**config.mk**
```make
export PLATFORM = sky130hd
export DESIGN_NAME = decode_queue
export DESIGN_NICKNAME = d
export VERILOG_FILES = /design/src/rtl/decode_queue.sv
export SDC_FILE = /design/constraint.sdc
export NUM_CORES = 1
export LEC_CHECK = 0
export CORE_MARGIN = 4
export CORE_UTILIZATION = 53
export DETAILED_ROUTE_END_ITERATION = 7
export GPL_ROUTABILITY_DRIVEN = 0
export GPL_TIMING_DRIVEN = 0
export PLACE_DENSITY = 0.81
export SYNTH_ARGS = -nofsm -noshare
export SYNTH_HDL_FRONTEND = slang
export SYNTH_SLANG_ARGS = --single-unit
export TNS_END_PERCENT = 10
```
**constraint.sdc**
```tcl
create_clock -name clk -period 3.8 [get_ports clk]
set_clock_uncertainty 0.15 [all_clocks]
set_input_delay 0.76 -clock clk [delete_from_list [all_inputs] [get_ports clk]]
set_output_delay 0.76 -clock clk [all_outputs]
set_load 0.05 [all_outputs]
```
**src/rtl/decode_queue.sv**
```systemverilog
// Decoded-instruction buffer between the dual-issue decoder and the issue stage.
// Accepts up to two entries per cycle in program order and presents the two oldest.
module decode_queue #(
    parameter int DEPTH = 8,
    parameter int WIDTH = 32
) (
    input  logic                          clk,
    input  logic                          rst_n,
    input  logic                          flush_i,
    input  logic [1:0][WIDTH-1:0]         inst_i,
    input  logic [1:0]                    valid_i,
    output logic                          ready_o,
    output logic [1:0][WIDTH-1:0]         inst_o,
    output logic [1:0]                    valid_o,
    input  logic [1:0]                    issue_i,
    input  logic                          ex_ready_i,
    output logic [$clog2(DEPTH):0]        count_o
);

    localparam int AW = $clog2(DEPTH);
    localparam int CW = AW + 1;

    logic [WIDTH-1:0] mem [DEPTH];
    logic [AW-1:0]    rptr;
    logic [AW-1:0]    wptr;
    logic [CW-1:0]    cnt;

    logic [1:0]       n_in;
    logic [1:0]       n_out;
    logic [1:0]       grant;

    // Handshake: ready_o depends on registered cnt only, so a same-cycle pop
    // never lets a push in; the decoder sees a stable accept signal all cycle.
    assign ready_o = (cnt <= CW'(DEPTH - 2));

    always_comb begin
        valid_o = 2'b00;
        if (cnt >= CW'(2)) begin
            valid_o = 2'b11;
        end else if (cnt == CW'(1)) begin
            valid_o = 2'b01;
        end
    end

    always_comb begin
        n_in = 2'd0;
        if (ready_o) begin
            if (valid_i == 2'b11) begin
                n_in = 2'd2;
            end else if (valid_i == 2'b01) begin
                n_in = 2'd1;
            end
        end
    end

    // Grant bits without a valid entry behind them are dropped; 10 counts as no grant.
    always_comb begin
        grant = 2'b00;
        n_out = 2'd0;
        if (ex_ready_i && issue_i != 2'b10) begin
            grant = issue_i & valid_o;
        end
        if (grant == 2'b11) begin
            n_out = 2'd2;
        end else if (grant == 2'b01) begin
            n_out = 2'd1;
        end
    end

    assign inst_o[0] = mem[rptr];
    assign inst_o[1] = mem[rptr + AW'(1)];
    assign count_o   = cnt;

    always_ff @(posedge clk) begin
        if (!flush_i && n_in != 2'd0) begin
            mem[wptr] <= inst_i[0];
            if (n_in == 2'd2) begin
                mem[wptr + AW'(1)] <= inst_i[1];
            end
        end
    end

    always_ff @(posedge clk or negedge rst_n) begin
        if (!rst_n) begin
            rptr <= '0;
            wptr <= '0;
            cnt  <= '0;
        end else if (flush_i) begin
            rptr <= '0;
            wptr <= '0;
            cnt  <= '0;
        end else begin
            wptr <= wptr + AW'(n_in);
            rptr <= rptr + AW'(n_out);
            cnt  <= cnt + CW'(n_in) - CW'(n_out);
        end
    end

    a_valid_legal: assert property (@(posedge clk) disable iff (!rst_n) valid_i != 2'b10);
    a_issue_legal: assert property (@(posedge clk) disable iff (!rst_n) issue_i != 2'b10);
    a_cnt_range:   assert property (@(posedge clk) disable iff (!rst_n) cnt <= CW'(DEPTH));

endmodule

```
# Word level (Yosys, flattened, before mapping)
# Memory sizes are Yosys's and may differ from the RTL's.
# Cells that the tools add are included.
[classes]
n_addsub = 6
order_cmp = 2
n_eq_ne = 7
n_mux = 16
bitwise_logic = 1
n_reduce_logical = 4
[ops]
columns = ["cell", "n"]
rows = [
  ["2-to-1 mux 2 bit", 5],
  ["2-to-1 mux 1 bit", 8],
  ["adder 3 x 1 -> 3 bit (second input constant)", 2],
  ["adder 3 x 2 -> 3 bit", 2],
  ["== test 2 bit (second input constant)", 3],
  ["2-to-1 mux 3 bit", 2],
  ["adder 4 x 2 -> 4 bit", 1],
  ["== test 2 x 1 -> 1 bit (second input constant)", 2],
  ["== test 4 x 1 -> 1 bit (second input constant)", 1],
  [">= comparator 4 x 2 -> 1 bit (second input constant)", 1],
  ["less-or-equal comparator 4 x 3 -> 1 bit (second input constant)", 1],
  ["2-to-1 mux 4 bit", 1],
  ["subtractor 4 x 2 -> 4 bit", 1],
  ["AND 2 bit", 1],
  ["logical AND 1 bit", 2],
  ["!= test 2 bit (second input constant)", 1],
  ["nonzero test 2 bit", 1],
  ["logical NOT 1 bit", 1],
]
[word_totals]
ff_bits = 10
mem_bits_rw = 256
inputBits = 72
out_inout_bits = 71
word_cells = 40
memories = 1
[mem_list]
columns = ["memory", "depth", "width", "rd", "rd_ports_with_merged_regs", "write_ports", "line_no", "text"]
rows = [
  ["mem", 8, 32, 2, 0, 2, "23", "logic [WIDTH-1:0] mem [DEPTH];"],
]

# Logic depth before layout (Yosys ltp)
# Gate-level depths: netlist of the first run.
[depth]
depth_word = 10
depth_mapped = 13
depth_no_buf = 13

# Worst setup path after synthesis of the first run
# No wires, ideal clock.
[synth_path]
kind = "reg2reg"
start = "reg cnt[1] (netlist: count_o[1])"
end = "reg cnt[3] (netlist: count_o[3])"
setup_time_ns = 0.132
t_arrival_ns = 4.384
t_required_ns = 3.518
setup_slack_ns = -0.866
stages_incl_launch_ff = 12
path_buffers = 0
synth_period_minus_slack_ns = 4.666
path_cell_list = "dfrtp_1 -> inv_1 -> o41ai_1 -> nand4_1 -> inv_1 -> fa_1 -> inv_1 -> ha_1 -> a21o_1 -> a21oi_1 -> xnor2_1 -> nor2_1"
[synth_via]
elab_cells_between_ends = 15
classes_between = "add/sub (2); order compare (2); eq/ne (3); mux (7); bitwise (1)"
[synth_rtl]
columns = ["item", "line_no", "text"]
rows = [
  ["start, declared", "26", "logic [CW-1:0] cnt;"],
  ["start signal, assigned", "95", "cnt <= cnt + CW'(n_in) - CW'(n_out);"],
  [">= comparator 4 x 2 -> 1 bit *", "38", "if (cnt >= CW'(2)) begin"],
  ["2-to-1 mux 2 bit *", "38", ""],
  ["named net valid_o[1]", "14", "output logic [1:0] valid_o,"],
  ["AND 2 bit *", "61", "grant = issue_i & valid_o;"],
  ["2-to-1 mux 2 bit *", "60", "if (ex_ready_i && issue_i != 2'b10) begin"],
  ["== test 2 x 1 -> 1 bit", "65", "end else if (grant == 2'b01) begin"],
  ["2-to-1 mux 1 bit", "65", ""],
  ["2-to-1 mux 2 bit *", "63", "if (grant == 2'b11) begin"],
  ["subtractor 4 x 2 -> 4 bit *", "95", ""],
  ["2-to-1 mux 4 bit *", "88", "end else if (flush_i) begin"],
]
# The timed path passes the listed nets; every way through them passes the cells marked *.

==> flow_summary.ini, run 1 <==
[timing]
holdWs_ps = 404
slew_viol_final = 0
max_freq_mhz = 261
slew_headroom_pct = 36.1
finalSetupViolCount = 20
hold_viol = 0
max_slew.worst_pin.slew_ps = 958
period_needed_ps = 3830
fin_crit_sh_pct = 101
worst_slack_ps = -33.2
rsz0062_at_grt = true

[route]
viasPerCell = 6.60
drtPass1Iterations = 5
routed_wl_mm = 42.1
drtIter0Drc = 1006
wl_per_cell_um = 28.7
postRouteAntennaNets = 0
drc_errors = 0
routed-via-count = 9696

[floorplan]
dieArea_sq_um = 32000
initial_utilization_pct = 53.8
core_sq_um = 28800
io_pins = 143
rows = 62
chipWidth_um = 179
dieHeight_um = 179

[cells_and_area]
drive_above_1_share_pct = 48.8
utilization_pct = 64.7
syn_to_final_growth_pct = 20.3
fin_area_sq_um = 18600
layout.nets = 1149
fill_cells = 2024
fin_cells = 1468

[clocking]
clockBufferDepth = 3
clock-sinks = 266
path_clk_slew_ps = 60
cts-root-buf = clkbuf_16
ctsHoldBuffers = 0
clk_latency_ps = 550
cts_buffers = 28
htreeDepth = 1
cts_tree = yes

[yosys]
async_flop_share_pct = 3.76
synth_top_area_share_pct = 49.6
synth_warnings = 0
synth.area.top_cells = edfxtp_1, mux2_2, mux4_2, mux2_1, dfrtp_1
synth-main-ff-cell = edfxtp_1
synth_cells = 882
synth_area_sq_um = 15500
synth_top_area_cell = edfxtp_1
synth.distinct_cells = 41
ys_seq_area_share_pct = 51.2
synth-seq-cells = 266
synth.avg_cell_area_sq_um = 17.6
synth_edf_count = 256
synth_fp_nets = 969

[placement]
place_area_sq_um = 17700
dp.cells = 1417
post-dp-hpwl_mm = 27.3
io_buffer_count = 142

[grt]
antenna_found_initial = 0
grt_pass1_vias = 10100
grt.overflow.total = 0
grt_pass1_wl_mm = 63.2
grt_start_max_net_pins = 26
grt_usage_pct = 26.5

[power]
p_leak_nw = 6.09
power-per-cell-area_nw_per_um2 = 560
ir_drop_v = 0.000451

[worst_setup_path]
crit_type = reg2out
required_ps = 2890
start_kind = flip-flop
cp_data_arrival_time_ps = 2920
rr_worst_depth = 6
crit_path_max_fanout = 10
cp-end-kind = primary output

[flow_run]
drv_cap = 0

[hold_path]
holdCritPathClass = in2async

[run_status]
failed_checks = negative setup slack
status = finished with violations
-- worst max-delay path, stage by stage, from the launching register on --
cell and delay, ps:
dfrtp_1 450, ha_2 510, clkbuf_4 330, mux4_2 330
mux2_2 310, dlygate4sd2_1 430
-- placed cells by master, fill, tap and decap left out, types with 3 or more instances in the layout --
| cell | count |
|---|---|
| buf_6 | 5 |
| dlygate4sd2_1 | 59 |
| nor3_2 | 4 |
| clkinv_2 | 5 |
| fa_1 | 4 |
| clkbuf_4 | 8 |
| inv_1 | 13 |
| buf_16 | 4 |
| or3_1 | 4 |
| nor3_1 | 4 |
| and3_1 | 3 |
| nand2_1 | 7 |
| mux2_1 | 46 |
| mux2_2 | 274 |
| mux4_2 | 128 |
| nor2_1 | 11 |
| nor2b_1 | 5 |
| bufinv_16 | 3 |
| ha_1 | 10 |
| clkbuf_16 | 29 |
| clkbuf_2 | 9 |
| dfrtp_1 | 10 |
| xnor2_1 | 4 |
| buf_4 | 10 |
| clkbuf_1 | 13 |
| clkdlybuf4s50_1 | 78 |
| clkinv_1 | 6 |
| buf_12 | 5 |
| buf_2 | 25 |
| o22ai_4 | 6 |
| clkbuf_8 | 4 |
| edfxtp_1 | 256 |
-- per-layer routing --
layer  part of all wire (%)  GRT usage, %  vias to the layer above
li1                       -             -                     4048
met1                     40          36.9                     5059
met2                     49          44.2                      495
met3                    8.4          4.49                       94
met4                    2.5          6.46                        0
met5                      0             0                        -
-- Yosys cell counts, types with 2 or more instances --
cell,count
a21boi_0,2
and3_1,3
buf_1,2
buf_2,39
clkbuf_1,22
dfrtp_1,10
edfxtp_1,256
fa_1,4
ha_1,11
inv_1,13
mux2_1,46
mux2_2,274
mux4_2,128
nand2_1,7
nand3b_1,2
nand4_1,2
nor2_1,11
nor2b_1,5
nor3_1,4
nor3_2,4
nor4_2,2
o21ai_0,2
o22ai_1,7
or3_1,4
xnor2_1,4
xor2_1,3
-- logic make-up after synthesis --
family	Yosys count	synth area share, %
compound gates	20	0.929
xor+xnor	7	0.396
fa+ha+maj	15	1.41
buf+inv	76	2.16
flops	266	51.2
mux	448	41.9
simple gates	50	2.00
-- registers in the layout, summed over array words and instances, names as in the netlist --
signal	cells
mem	256
count_o	4
rptr	3
wptr	3
-- worst paths after layout --
kind                       slack [ps]                   end              start
setup reg to reg                  280  mem[5][20]$_DFFE_PP_  wptr[0]$_DFF_PN0_
setup / recovery                  -30            inst_o[40]  rptr[0]$_DFF_PN0_
hold reg to reg                   620     rptr[0]$_DFF_PN0_  rptr[0]$_DFF_PN0_
min in group clk                  620     rptr[0]$_DFF_PN0_  rptr[0]$_DFF_PN0_
max in group asynchronous        2750     wptr[1]$_DFF_PN0_              rst_n
hold / removal                    400  count_o[0]$_DFF_PN0_              rst_n
-- through the flow --
step | setup WS, ps | total power, W | setup TNS, ps
finish | -33.2 | 0.0104 | -294
CTS | -46.4 | 0.0105 | -856
detailed placement | -436 | 0.00786 | -24320
global placement | -2590 | 0.00778 | -437540
global route | -109 | 0.0108 | -3440
floorplan | -706 | 0.00649 | -82250
-- repair_timing --
action                                  4_1_cts  5_1_grt
endpoints found under the setup margin       64       64
buffers inserted                              0        0
gates resized for setup                     116       17
pin swaps                                     0        0
hold endpoints to repair                      0        0
-- layout make-up --
cell class	instances	area, sq um	share of cell area (%)
repair buffers	151	1530	8.23
flip-flops and latches	266	7940	42.6
plain buffers	62	414	2.22
multi-input cells	540	7320	39.3
well taps	384	480	2.58
clock buffers	37	756	4.06
diodes	1	2.50	0.0134
inverters	13	48.8	0.262
clock inverters	14	138	0.739
-- where the power goes --
part,internal (W),leakage (nW),total (W),switching (W)
Clock,0.00159,0.438,0.00275,0.00116
Combinational,0.00167,3.20,0.00418,0.00251
Sequential,0.00340,2.45,0.00350,0.000102
Total,0.00666,6.09,0.0104,0.00377
Note: power is estimated with default switching activity, not from simulation.
==> run 2: changes to the inputs <==
--- a/config.mk
+++ b/config.mk
@@ -5,7 +5,7 @@
 export SDC_FILE = /design/constraint.sdc
 export NUM_CORES = 1
 export LEC_CHECK = 0
-export CORE_MARGIN = 4
+export CAP_MARGIN = 5
 export CORE_UTILIZATION = 53
 export DETAILED_ROUTE_END_ITERATION = 7
 export GPL_ROUTABILITY_DRIVEN = 0
==> run 2 against run 1 <==
  * The flow now finishes without violations
  * Count of clock-buffer cells in the layout unchanged
  * Sequential cell count unchanged
  * Die area decreased by 6.6%
  * Largest power group unchanged
  * Via count decreased by 0.88%
  * Non-clock buffer count unchanged
  * Register-to-register slack got worse by 20 ps
  * Sequential share of layout area increased by 0.13 points
  * Total power decreased by 2.5%
  * Largest cell class unchanged
  * Worst hold slack improved by 8.6 ps
  * Cell area decreased by 0.30%
==> flow_summary.ini, run 2 (synthesis results as in run 1) <==
[clocking]
path_clk_slew_ps = 60
cts_tree = yes
cts_setup_buffers = 0
clockBufferDepth = 3
clk_latency_ps = 530
htreeDepth = 1
clock-sinks = 266
cts-root-buf = clkbuf_16
cts_buffers = 29

[cells_and_area]
final_common_cell = mux2_2
fill_cells = 2042
final_cell_mix = mux2_2, edfxtp_1, mux4_2, clkdlybuf4s50_1, dlygate4sd2_1
drive_above_1_share_pct = 48.6
utilization_pct = 64.7
largest_reg_flops = 256
syn_to_final_growth_pct = 19.9
layout.nets = 1150
largest_register = mem

[worst_setup_path]
cp_cell_sequence = buf_4, clkbuf_4, clkbuf_4, mux4_2, mux2_2, dlygate4sd2_1
cp-end-kind = primary output
crit_path_max_fanout = 10
cp_data_arrival_time_ps = 2880
worst_path_largest_cell_delay_ps = 440
critPathSlowestCell = dfrtp_2
crit_family = buffers and inverters
cp_common_cell = clkbuf_4
start_kind = flip-flop
worst-path-buf-inv = 4
rrSetupSlack_ps = 260
crit_type = reg2out
required_ps = 2890

[grt]
grt_pass1_wl_mm = 62.0
grt.overflow.total = 0
grt_start_max_net_pins = 21
grt_usage_pct = 27.7
antenna_found_initial = 2
grt_pass1_vias = 10200

[timing]
max_slew.worst_pin.slew_ps = 1000
period_needed_ps = 3790
finalSetupViolCount = 0
slew_viol_final = 0
rsz0062_at_grt = true
fin_crit_sh_pct = 99.6
max_freq_mhz = 264
slew_headroom_pct = 33.0
hold_viol = 0

[run_status]
status = completed

[floorplan]
core_sq_um = 28700
io_pins = 143
dieHeight_um = 173
initial_utilization_pct = 54.0
rows = 62
dieArea_sq_um = 29900
chipWidth_um = 173

[hold_path]
holdCritPathClass = in2async

[power]
netSwitchingFraction_pct = 36.4
power.total_w = 0.0102
p_leak_nw = 6.06
power_frac_comb_pct = 40.8
ir_drop_v = 0.000561
clock_power_share_pct = 24.7
power-per-cell-area_nw_per_um2 = 548
power_switching_w = 0.00370
intPower_w = 0.00647
seqPwrFrac_pct = 34.5

[route]
postRouteAntennaNets = 0
drtPass1Iterations = 6
drc_errors = 0
wl_per_cell_um = 27.8
viasPerCell = 6.55
routed_wl_mm = 40.8
routed-via-count = 9611
drtIter0Drc = 884

[placement]
post-dp-hpwl_mm = 26.8
io_buffer_count = 142

[flow_run]
drv_cap = 0
## run 2: cell types whose count changed in the layout (fill, tap and decap cells not counted), moves of 2 or more
cell / before / now
buf_12: 5 / 3
buf_16: 4 / 6
bufinv_16: 3 / 0
clkbuf_8: 4 / 1
clkinv_2: 5 / 7
dlygate4sd2_1: 59 / 62
## run 2: per-stage QoR
| stage | hold WS [ps] | TNS (ps) | instance area, sq um | worst slack (ps) | instances |
|---|---|---|---|---|---|
| 5_1_grt | 444 | -453 | 18600 | -34.9 | 1468 |
| 3_5_place_dp | 589 | -25030 | 17700 | -471 | 1417 |
| 2_1_floorplan | 314 | -82250 | 15500 | -706 | 882 |
| 6_report | 413 | 0 | 18600 | 14.3 | 1468 |
| 4_1_cts | 436 | -119 | 18600 | -32.2 | 1467 |
| 3_3_place_gp | 581 | -417560 | 17400 | -2490 | 1408 |
## run 2: worst register-to-register path: stages, from the launching register on
cell and delay [ps]:
dfrtp_1 450, ha_1 440, or3_1 510, or4_1 520
o31a_1 190, o22ai_4 710, buf_16 260
## run 2: worst paths after layout
| kind | startpoint | to | cells after the start |
|---|---|---|---|
| worst max-delay path | rptr[0]$_DFF_PN0_ | inst_o[30] | 6 |
| worst min-delay path | rst_n | count_o[0]$_DFF_PN0_ | 1 |
| worst max register to register | wptr[0]$_DFF_PN0_ | mem[1][17]$_DFFE_PP_ | 6 |
| worst min register to register | rptr[0]$_DFF_PN0_ | rptr[0]$_DFF_PN0_ | 2 |
| max in group asynchronous | rst_n | rptr[0]$_DFF_PN0_ | 1 |
| min in group clk | rptr[0]$_DFF_PN0_ | rptr[0]$_DFF_PN0_ | 2 |
## run 2: per-layer routing
metal  part of all wire, %  GRT usage, %  up-vias  wire (um)
met4                   2.6          8.78        2       1070
met5                 0.025             0        -         10
met3                   9.2          6.38       80       3750
met2                    50          46.2      529      20300
met1                    38          36.2     4964      15700
li1                      -             -     4036          -
## run 2: area by class of cell
class / count / area (sq um) / area share (%)
sequential: 266 / 7940 / 42.7
multi-input combinational: 540 / 7330 / 39.5
timing repair buffer: 151 / 1560 / 8.39
clock buffer: 37 / 756 / 4.07
tap: 384 / 480 / 2.59
buffer: 62 / 394 / 2.12
clock inverter: 14 / 65.1 / 0.350
inverter: 13 / 48.8 / 0.263
antenna: 1 / 2.50 / 0.0135
## run 2: power by group through the flow
| stage | sequential, W | combinational [W] | clock (W) |
|---|---|---|---|
| finish | 0.00351 | 0.00415 | 0.00251 |
| global route | 0.00353 | 0.00436 | 0.00262 |
| CTS | 0.00351 | 0.00415 | 0.00252 |
| detailed placement | 0.00357 | 0.00427 | 0 |
| global placement | 0.00357 | 0.00418 | 0 |
| floorplan | 0.00359 | 0.00290 | 0 |
## run 2: timing repair
item                                    4_1_cts  5_1_grt
endpoints found under the setup margin       64       62
hold endpoints to repair                      0        0
resized for setup                           113       11
hold buffers                                  0        0
==> edit (config.mk and constraints of run 2) <==
Set the parameter `WIDTH` to 64 (it was 32).
--- a/src/rtl/decode_queue.sv
+++ b/src/rtl/decode_queue.sv
@@ -4,3 +4,3 @@
     parameter int DEPTH = 8,
-    parameter int WIDTH = 32
+    parameter int WIDTH = 64
 ) (
Ports: changed (resized inst_i and inst_o); port bits go from 143 to 271. No check against the original RTL was run, so the function may have changed too.
==> edit against run 2 <==
  * The run now ends with negative setup slack left
  * Cell count rose by 92%
  * Wire length rose by 110%
  * Area after synthesis is 96% higher
  * Sequential cell count rose by 256
  * Synthesized cell count up 86%
  * Design area rose by 99%
  * Register-to-register slack worse by 0.14 ns
  * Worst setup slack worse by 0.10 ns
  * Power is 100% higher
  * Fmax down 2.6%
  * Sequential share of layout area decreased by 0.50 points
  * Largest cell class unchanged
==> edit: results (changes against run 2) <==
Parameter                              Value

Layout
  Fraction of layout cells with a size suffix above 1    60.61% (was 48.57%)
  Clock-cell share of area    4.816% (was 4.419%)
  Largest register FFs    512 (was 256)
  Final cell count without fillers    2812 (was 1468)
  Antenna diode count    7 (was 1)
  Post-Route Utilization    65.48% (was 64.72%)
  Fillcell total    3799 (was 2042)
  Share of cell area taken by flip-flops and latches    42.24% (was 42.74%)
  Final-stage net count    2152 (was 1150)
  Portion of the layout cell area used by non-clock buffers    12.09% (was 10.51%)
  Multi-Input Combinational    984 (was 540)

Timing
  Setup slack after layout    -0.08829 ns (was 0.01434 ns)
  Total of endpoints with negative setup slack in the final report    62 (was 0)
  Fmax    257.2 MHz (was 264.2 MHz)
  Worst max-slew margin expressed relative to the limit    30.12% (was 33.00%)

Clock tree
  Number of clock buffers inserted by TritonCTS    57 (was 29)

Drt
  Routed length per placed instance    30.87 µm (was 27.79 µm)
  Via density    6.537 (was 6.547)
  Detailed-route wire length on metal 1    32.97 mm (was 15.69 mm)
  Pre-antenna DRT Iters    5 (was 6)
  Met3 Routed Length    7.605 mm (was 3.745 mm)

Setup path
  Critical register-to-register path endpoint    mem[1][22] (was mem[1][17])
  R2r worst-path depth    8 (was 6)
  Signal arrival time at the worst endpoint    2.98 ns (was 2.88 ns)

Logic synthesis
  Share of synthesized flip-flops with an asynchronous set or reset    1.916% (was 3.759%)
  Leading post-synthesis cells by cell area    edfxtp_1 51%, mux2_2 20%, mux4_2 19%, mux2_4 3.0%, mux2_1 1.3% (was edfxtp_1 50%, mux2_2 20%, mux4_2 19%, mux2_1 3.3%, dfrtp_1 1.6%)
  Number of nets produced by synthesis    1795 (was 969)
  Portion of the post-synthesis area used by sequential elements    51.37% (was 51.24%)
  Post-Syn Instances    1644 (was 882)
  Synthesized area divided by synthesized cell count    18.50 µm² (was 17.56 µm²)
  EDFF count, synth    512 (was 256)
  Top cells by count, synth    545 x mux2_2, 512 x edfxtp_1, 256 x mux4_2 (was 274 x mux2_2, 256 x edfxtp_1, 128 x mux4_2)

Global route
  Vias in the first global route    19.51k (was 10.23k)
  GR Layer Usage met2    50.19% (was 46.24%)
  Met3 demand-to-capacity share in global routing    6.848% (was 6.376%)

Place
  Total placed instance area    34810 µm² (was 17710 µm²)
  Number of buffers added on ports    270 (was 142)
  HPWL reported at the end of detailed placement    57.10 mm (was 26.78 mm)

Power
  Cell-internal power    13.10 mW (was 6.466 mW)

Run status
  Status    finished with violations (was finished, final reports clean)
  Violated checks    negative setup slack

Floorplan
  Initial cell density of the core    53.84% (was 53.97%)
==> edit: critical path, stage by stage, from the launching register on <==
cell             delay [ns]
dfrtp_2                0.45
ha_1                   0.29
xor2_4                 0.26
buf_4                  0.25
clkbuf_4               0.31
mux2_2                 0.41
clkdlybuf4s15_2        0.35
==> edit: worst min path at each step <==
| stage | from | depth (start not counted) | endpoint | slack, ns |
|---|---|---|---|---|
| after floorplan | rst_n | 0 | count_o[0] | 0.31 |
| after global placement | wptr[2] | 3 | wptr[2] | 0.53 |
| after detailed placement | wptr[2] | 3 | wptr[2] | 0.56 |
| after CTS | rst_n | 1 | count_o[2] | 0.29 |
| after global routing | rst_n | 1 | count_o[3] | 0.32 |
| final | rst_n | 1 | wptr[2] | 0.30 |
==> edit: timing repair <==
action	CTS	global route
endpoints found under the setup margin	128	160
buffers inserted	0	0
resized for setup	574	49
pin swaps	0	2
==> edit: power by group through the flow <==
| stage | combinational [mW] | clock, mW | sequential (mW) |
|---|---|---|---|
| global route | 8.54 | 5.66 | 6.85 |
| floorplan | 5.48 | 0 | 6.96 |
| detailed placement | 8.20 | 0 | 6.93 |
| global placement | 8.02 | 0 | 6.95 |
| finish | 8.23 | 5.41 | 6.82 |
| CTS | 8.30 | 5.45 | 6.82 |
==> edit: cells by family (layout without fill, tap and decap cells) <==
family / count (synthesis) / count (layout) / synth area share, %
AOI/OAI and AO/OA: 21 / 21 / 0.4730
and+or+nand+nor: 45 / 45 / 1.090
xor gates and xnor gates: 7 / 7 / 0.2510
DFF: 522 / 522 / 51.37
adders and majority gates: 15 / 15 / 0.7157
buffers and inverters: 138 / 543 / 2.719
muxes: 896 / 896 / 43.39
other: 0 / 7 / 0
